===== config.mk =====
export PLATFORM = sky130hd
export DESIGN_NAME = ecc_decoder_pipe
export DESIGN_NICKNAME = d
export VERILOG_FILES = /design/src/rtl/ecc_decoder_pipe.sv
export SDC_FILE = /design/constraint.sdc
export NUM_CORES = 1
export LEC_CHECK = 0
export CORE_UTILIZATION = 46
export DETAILED_ROUTE_END_ITERATION = 10
export MAX_ROUTING_LAYER = met4
export PLACE_DENSITY = 0.78
export SETUP_SLACK_MARGIN = 0.2
export SYNTH_ARGS = -nofsm -noshare
export SYNTH_HDL_FRONTEND = slang
export SYNTH_SLANG_ARGS = --single-unit

===== constraint.sdc =====
create_clock -name clk -period 2.9 [get_ports clk]
set_input_delay 0.435 -clock clk [delete_from_list [all_inputs] [get_ports clk]]
set_output_delay 0.435 -clock clk [all_outputs]
set_load 0.02 [all_outputs]

===== src/rtl/ecc_decoder_pipe.sv =====
// SECDED Hamming decoder/corrector for the memory read path.
// Stage 1 registers the codeword with its syndrome and overall parity.
// Stage 2 registers the corrected payload and the error flags.
// The whole pipe stalls as a unit when the consumer holds off.
module ecc_decoder_pipe #(
  parameter int data_bit_width      = 64,
  parameter int redundant_bit_width = 8,
  parameter int counter_width       = 16
) (
  input  logic                                        clk,
  input  logic                                        rst,
  input  logic [data_bit_width+redundant_bit_width-1:0] dec_data_in,
  input  logic                                        dec_in_valid,
  output logic                                        dec_in_ready,
  output logic [data_bit_width-1:0]                   dec_data_out,
  output logic                                        dec_out_valid,
  input  logic                                        dec_out_ready,
  output logic                                        dec_err_single,
  output logic                                        dec_err_double,
  output logic [redundant_bit_width-2:0]              dec_syndrome,
  output logic [counter_width-1:0]                    ce_count,
  output logic [counter_width-1:0]                    ue_count,
  input  logic                                        cnt_clear
);

  localparam int N      = data_bit_width + redundant_bit_width;
  localparam int SW     = redundant_bit_width - 1;
  localparam int STAGES = 2;

  typedef struct packed {
    logic [N-1:0]  cw;
    logic [SW-1:0] syn;
    logic          par;
  } s1_t;

  typedef struct packed {
    logic [data_bit_width-1:0] data;
    logic [SW-1:0]             syn;
    logic                      single;
    logic                      dbl;
  } s2_t;

  // Syndrome bit k covers every position whose index has bit k set,
  // the check bit included, so a clean word yields zero.
  function automatic logic [SW-1:0] calc_syn(input logic [N-1:0] cw);
    logic [SW-1:0] s;
    s = '0;
    for (int k = 0; k < SW; k++)
      for (int p = 0; p < N; p++)
        if (((p >> k) & 1) == 1) s[k] = s[k] ^ cw[p];
    return s;
  endfunction

  // Data occupies every non-power-of-two position above 0, in order.
  function automatic logic [data_bit_width-1:0] extract(input logic [N-1:0] cw);
    logic [data_bit_width-1:0] d;
    int j;
    d = '0;
    j = 0;
    for (int p = 1; p < N; p++)
      if ((p & (p - 1)) != 0) begin
        d[j] = cw[p];
        j++;
      end
    return d;
  endfunction

  logic [STAGES:1] vld_pipe;
  s1_t             s1;
  s2_t             s2, s2_next;
  logic            en, in_range, single, dbl, out_xfer;
  logic [N-1:0]    fixed;

  assign en           = !vld_pipe[STAGES] || dec_out_ready;
  assign dec_in_ready = en;
  assign out_xfer     = vld_pipe[STAGES] && dec_out_ready;

  // Classify the stage-1 word and flip the indicated position when correctable.
  always_comb begin
    s2_next  = '0;
    fixed    = s1.cw;
    in_range = (int'(s1.syn) < N);
    single   = s1.par && in_range;
    dbl      = (s1.par && !in_range) || (!s1.par && (s1.syn != '0));
    if (single) fixed[s1.syn] = ~fixed[s1.syn];
    s2_next.data   = extract(fixed);
    s2_next.syn    = s1.syn;
    s2_next.single = single && vld_pipe[1];
    s2_next.dbl    = dbl && vld_pipe[1];
  end

  // Both stages advance together whenever the output slot can take a word.
  always_ff @(posedge clk) begin
    if (rst) begin
      vld_pipe <= '0;
      s1       <= '0;
      s2       <= '0;
    end else if (en) begin
      vld_pipe <= {vld_pipe[STAGES-1:1], dec_in_valid};
      s1.cw    <= dec_data_in;
      s1.syn   <= calc_syn(dec_data_in);
      s1.par   <= ^dec_data_in;
      s2       <= s2_next;
    end
  end

  assign dec_out_valid  = vld_pipe[STAGES];
  assign dec_data_out   = s2.data;
  assign dec_syndrome   = s2.syn;
  assign dec_err_single = s2.single;
  assign dec_err_double = s2.dbl;

  // Saturating error counters, bumped on output transfers; clear has priority.
  always_ff @(posedge clk) begin
    if (rst || cnt_clear) begin
      ce_count <= '0;
      ue_count <= '0;
    end else if (out_xfer) begin
      if (s2.single && (ce_count != '1)) ce_count <= ce_count + 1'b1;
      if (s2.dbl && (ue_count != '1))    ue_count <= ue_count + 1'b1;
    end
  end

endmodule


-- After elaboration in Yosys (flattened, before gate mapping)
Index checks and enable logic that the tools add are counted.
- input port bits: 77
- flip-flop bits (word level): 187
- word-level logic and storage cells: 658
- output and inout port bits: 107
- reduce and logical (&&, ||, !) cells: 19
- mux-type cells: 416
- equal/unequal tests: 2
- $lt $le $gt $ge: 3
- $add $sub $neg: 2
- bitwise logic cells: 206
- operators with widths (kind ; count):
    1-bit 2-to-1 mux ; 412
    1-bit XOR ; 205
    72-bit bitwise mux ; 1
    72-bit 2-to-1 mux ; 1
    72-bit XOR reduction ; 1
    16-bit by 1-bit adder with 16-bit output, second input constant ; 2
    16-bit != test, second input constant ; 2
    1-bit logical AND ; 9
    7-bit by 8-bit < comparator with 1-bit output, second input constant ; 1
    1-bit binary-select mux with 7-bit select ; 1
    1-bit demux with 7-bit select ; 1
    7-bit by 1-bit greater-or-equal comparator with 1-bit output, second input constant ; 1
    7-bit < comparator, second input constant ; 1
    7-bit nonzero test ; 1
    2-bit AND reduction ; 2
    1-bit logical NOT ; 3
    1-bit logical OR ; 3
    1-bit NOT ; 1

-- Longest topological paths before layout
Gate-level depths: netlist of run 1.
- depth after elaboration: 107
- depth in mapped cells: 12
- depth with buffers taken out: 8

-- Worst setup path after synthesis of run 1
Ideal clock, no wire load.
- path kind: reg-to-output
- start point: reg vld_pipe[2] in the netlist's numbering
- end point: out dec_in_ready
- data required time: 2465 ps
- path slack: 603 ps
- stages on the path, launching flop included: 7
- arrival: 1862 ps
- path buffers: 4
- cell sequence: dfxtp_1 -> nor2b_1 -> inv_1 -> clkbuf_1 -> clkbuf_1 -> clkbuf_1 -> clkbuf_1
- cells in the longest elaborated chain, start to end: 2
- RTL lines (what ; line ; source):
    from (decl) ; 68 ; logic [STAGES:1] vld_pipe;
    from (signal assigned) ; 99 ; vld_pipe <= {vld_pipe[STAGES-1:1], dec_in_valid};
    1-bit logical NOT ; 74 ; assign en = !vld_pipe[STAGES] || dec_out_ready;
    1-bit logical OR ; 74 ;
    to (decl) ; 14 ; output logic dec_in_ready,
Every way passes these cells.

-- Worst setup path in the final report of run 1
- start point: reg s1[2] in the netlist's numbering
- end point: reg s2 (netlist bit dec_data_out[39])
- cells in the longest elaborated chain, start to end: 6
- elaborated cells between the ends (all ways): 12
- classes of those cells: order compare (3); mux (6); bitwise (1); reduce/logical (2)
- RTL lines (what ; line ; source):
    from (decl) ; 69 ; s1_t s1;
    7-bit by 8-bit < comparator with 1-bit output (implied by the code) or 7-bit by 1-bit greater-or-equal comparator with 1-bit output (tied branches) ; 85 ; if (single) fixed[s1.syn] = ~fixed[s1.syn];
    1-bit logical AND (implied by the code) ; 85 ;
    1-bit 2-to-1 mux (implied by the code) ; 85 ;
    1-bit demux with 7-bit select ; 85 ;
    72-bit bitwise mux ; 85 ;
    72-bit 2-to-1 mux (*) ; 85 ;
    to (signal assigned) ; 103 ; s2 <= s2_next;
    to (decl) ; 70 ; s2_t s2, s2_next;
Mark *: on every way between the ends. The rest lies on a longest branch, timed or not. The select of a mux whose other input is x is not followed.
A chain may end at the register's enable or synchronous reset.

==> reports/qor.txt, run 1 <==
Largest family of logic cells by synthesized area -> simple AND/OR/NAND/NOR gates
Die W -> 151 µm
Clock buffer count from CTS -> 17
CTS tree -> built
CTS root buffer -> clkbuf_16
Seq/Total Area, Yosys -> 36.9%
Synth top area share -> 36.9%
Hold Crit Start -> rst
Global route overflow -> 0
Syn avg cell area -> 7.79 µm²
Pin count of the biggest net entering global routing -> 132
DIE AREA -> 22,700 µm²
Final Critical Period -> 2580 ps
Number of hold violations in the final report -> 0
Routed WL per cell -> 17.9 µm
Compound-Gate Fraction of Synth Area -> 20.0%
Reg clk slew, reported paths -> 80 ps
WP data required -> 3220 ps
Crit path launch -> s1[2]
Slew margin rel. -> 17.2%
WL final -> 31.3 mm
Main synth FF type -> dfxtp_1
Max-slew violation count -> 0
Core footprint -> 21,400 µm²
Placed cells -> 1,719
Nets@finish -> 1,542
Cells on worst reg2reg path -> 10
Final worst slack -> 320 ps
YS warnings -> 0
Setup crit start kind -> register
CP Class -> reg2reg
Status -> completed
# DRC -> 0
Post-Syn Instances -> 1,303
Number of synthesized flops with an enable pin -> 0
Initial antenna violation count -> 0
Worst hold path endpoint -> dec_syndrome[5]
RSZ-0062 raised after global routing -> yes
Top routing layer used -> met4
Met1 wire length -> 13.9 mm
ANT nets after route -> 0
Synth area leader -> dfxtp_1
Tightest Hold Check Type -> in2reg
Initial core utilization -> 47.5%
Max_cap viols -> 0
GRT Total Usage -> 28.9%
Non-Filler Instances -> 1,751
Ranking of synthesized cells by area -> dfxtp_1 37%, xnor2_1 11%, nand2_1 8.3%, a21oi_1 7.9%, nor2_1 6.0%
Part of the cycle the worst path needs -> 88.9%
Global-route wire length before repair -> 49.3 mm
Skew-Pair Late Insertion Delay -> 440 ps
Clock net sink count -> 187
Met3 WL post-DR -> 2.69 mm
Commonest cells after routing, fill and taps aside -> 224 x nand2_1, 184 x dfxtp_1, 182 x clkdlybuf4s50_1
I/O Pins -> 184
Aggregate negative setup slack -> 0 ps
Synth cell types -> 62
Crit end category -> register
Register bit count reported by yosys -> 187
Mux cell area share after synthesis -> 2.69%
Adder-Cell Fraction of Synth Area -> 0.247%
Met2 Wirelength -> 14.2 mm
GPL Wtd Cong -> 0.943
PortBufs -> 183
Fill cells -> 1,926
R2r endpoint -> dec_data_out[39]
Synthesized area -> 10,100 µm²
Diodes inserted -> 0
Crit path max fanout -> 18
Final setup viols -> 0
Reg2Reg Launch Point -> s1[2]
Setup repair bufs after CTS -> 0
Post-synthesis xor/xnor area fraction -> 13.9%
Asr flop ratio synth -> 0%
P per Cell Area -> 662 nW/µm²
Worst Tran Pin Value -> 1240 ps
Row Count -> 53
Via count -> 10,100
Layout Area Growth over Synthesis -> 27.8%
Overall Power -> 8.58 mW
Dpl hpwl -> 23.1 mm
Share of cells above drive strength 1 -> 8.06%
Worst-case vdd ir drop -> 0.433 mV
Height of the die -> 151 µm
Vias in the first global route -> 9,024
H-tree level count -> 4
WP data arrival -> 2900 ps
Pre-Repair DR Iteration Count -> 5
Setup slack, reg-to-reg -> 320 ps
Net Count, Synth -> 1,382
Iteration-0 DRC Markers -> 1,070
CTS Buffer Depth -> 2
Hold depth -> 2
Maximum clock frequency -> 388 MHz
Vias per inst -> 5.75
LEAKAGE -> 4.65 nW
Clock Skews -> 17.0 ps
Place WS -> 218 ps
Simple-Gate Fraction of Synth Area -> 22.2%
Most common cell after layout, fill and taps aside -> nand2_1
-- per-layer routing --
| layer | up-vias | GRT usage [%] |
|---|---|---|
| met4 | 0 | 8.48 |
| li1 | 4843 | - |
| met5 | - | - |
| met2 | 475 | 43.5 |
| met1 | 4715 | 39.7 |
| met3 | 35 | 4.76 |
-- sequential cells by signal (all words and copies together) (netlist names) --
register and count:
s1 80, dec_data_out 64, ce_count 16, ue_count 16, dec_syndrome 7, vld_pipe 2
dec_err_double 1, dec_err_single 1
-- critical path, cell delays in order, from the launching register on --
cell	delay, ps
dfxtp_2	410
buf_12	180
nand2_2	120
o31ai_1	80
a2111o_1	400
o2bb2ai_2	140
o31a_1	340
buf_4	200
o31ai_2	340
buf_4	180
a21oi_1	50
-- final cells by class --
type                    instances  area (µm²)  area share, %
repair buffers                230        2240           17.3
flip-flops and latches        187        3750           28.9
well taps                     275         344           2.65
multi-input cells            1018        6000           46.3
clock buffers                  17         425           3.28
inverters                       9        36.3          0.280
clock inverters                15         170           1.31
-- where the power goes --
group / internal (mW) / switching [mW] / leakage (nW)
Combinational: 1.47 / 1.78 / 2.83
Sequential: 2.76 / 0.246 / 1.54
Clock: 1.17 / 1.17 / 0.289
Total: 5.39 / 3.19 / 4.65
-- cell usage after synthesis, types with 9 or more instances --
cell type / n
nand2_1: 224
dfxtp_1: 187
nor2_1: 163
a21oi_1: 161
xnor2_1: 133
clkbuf_1: 65
nor3_1: 39
o31ai_1: 26
o21ai_0: 25
xor2_1: 25
nand3_1: 22
or4_1: 18
a31oi_1: 16
a22o_1: 14
or3_1: 14
a211oi_1: 13
o22ai_1: 13
buf_2: 10
inv_1: 9
-- kinds of logic (layout without fill, tap and decap cells) --
family / after synthesis / count (layout)
and+or+nand+nor: 519 / 519
AOI/OAI and AO/OA: 318 / 318
DFF: 187 / 187
xor gates and xnor gates: 159 / 159
buffers and inverters: 98 / 271
muxes: 20 / 20
adders and majority gates: 2 / 2
-- timing repair --
item	CTS	global route
hold buffers	0	0
endpoints found under the setup margin	0	48
gates resized for setup	0	4
-- how the worst max path moves through the flow --
stage                             to  slack [ps]  depth (start not counted)
CTS                 dec_data_out[29]         200                          8
floorplan               dec_in_ready         600                          6
detailed placement  dec_data_out[47]         220                         10
global placement    dec_data_out[47]         270                         10
finish              dec_data_out[39]         320                         10
global route        dec_data_out[44]         190                         10
-- per-stage QoR --
| step | utilization (%) | area (µm²) | hold WS [ps] |
|---|---|---|---|
| after global placement | 57.9 | 12400 | 438 |
| after CTS | 60.7 | 13000 | 369 |
| after floorplan | - | 10100 | 426 |
| after global routing | 60.7 | 13000 | 385 |
| after detailed placement | 57.9 | 12400 | 445 |
| final | 60.7 | 13000 | 391 |
(Power assumes the default switching activity.)
==> inputs of run 2 (changes only) <==
CORE_MARGIN = 1   (was not set)
==> results of run 2 <==
The final DEF is identical to that of run 1; final timing and power are the same.
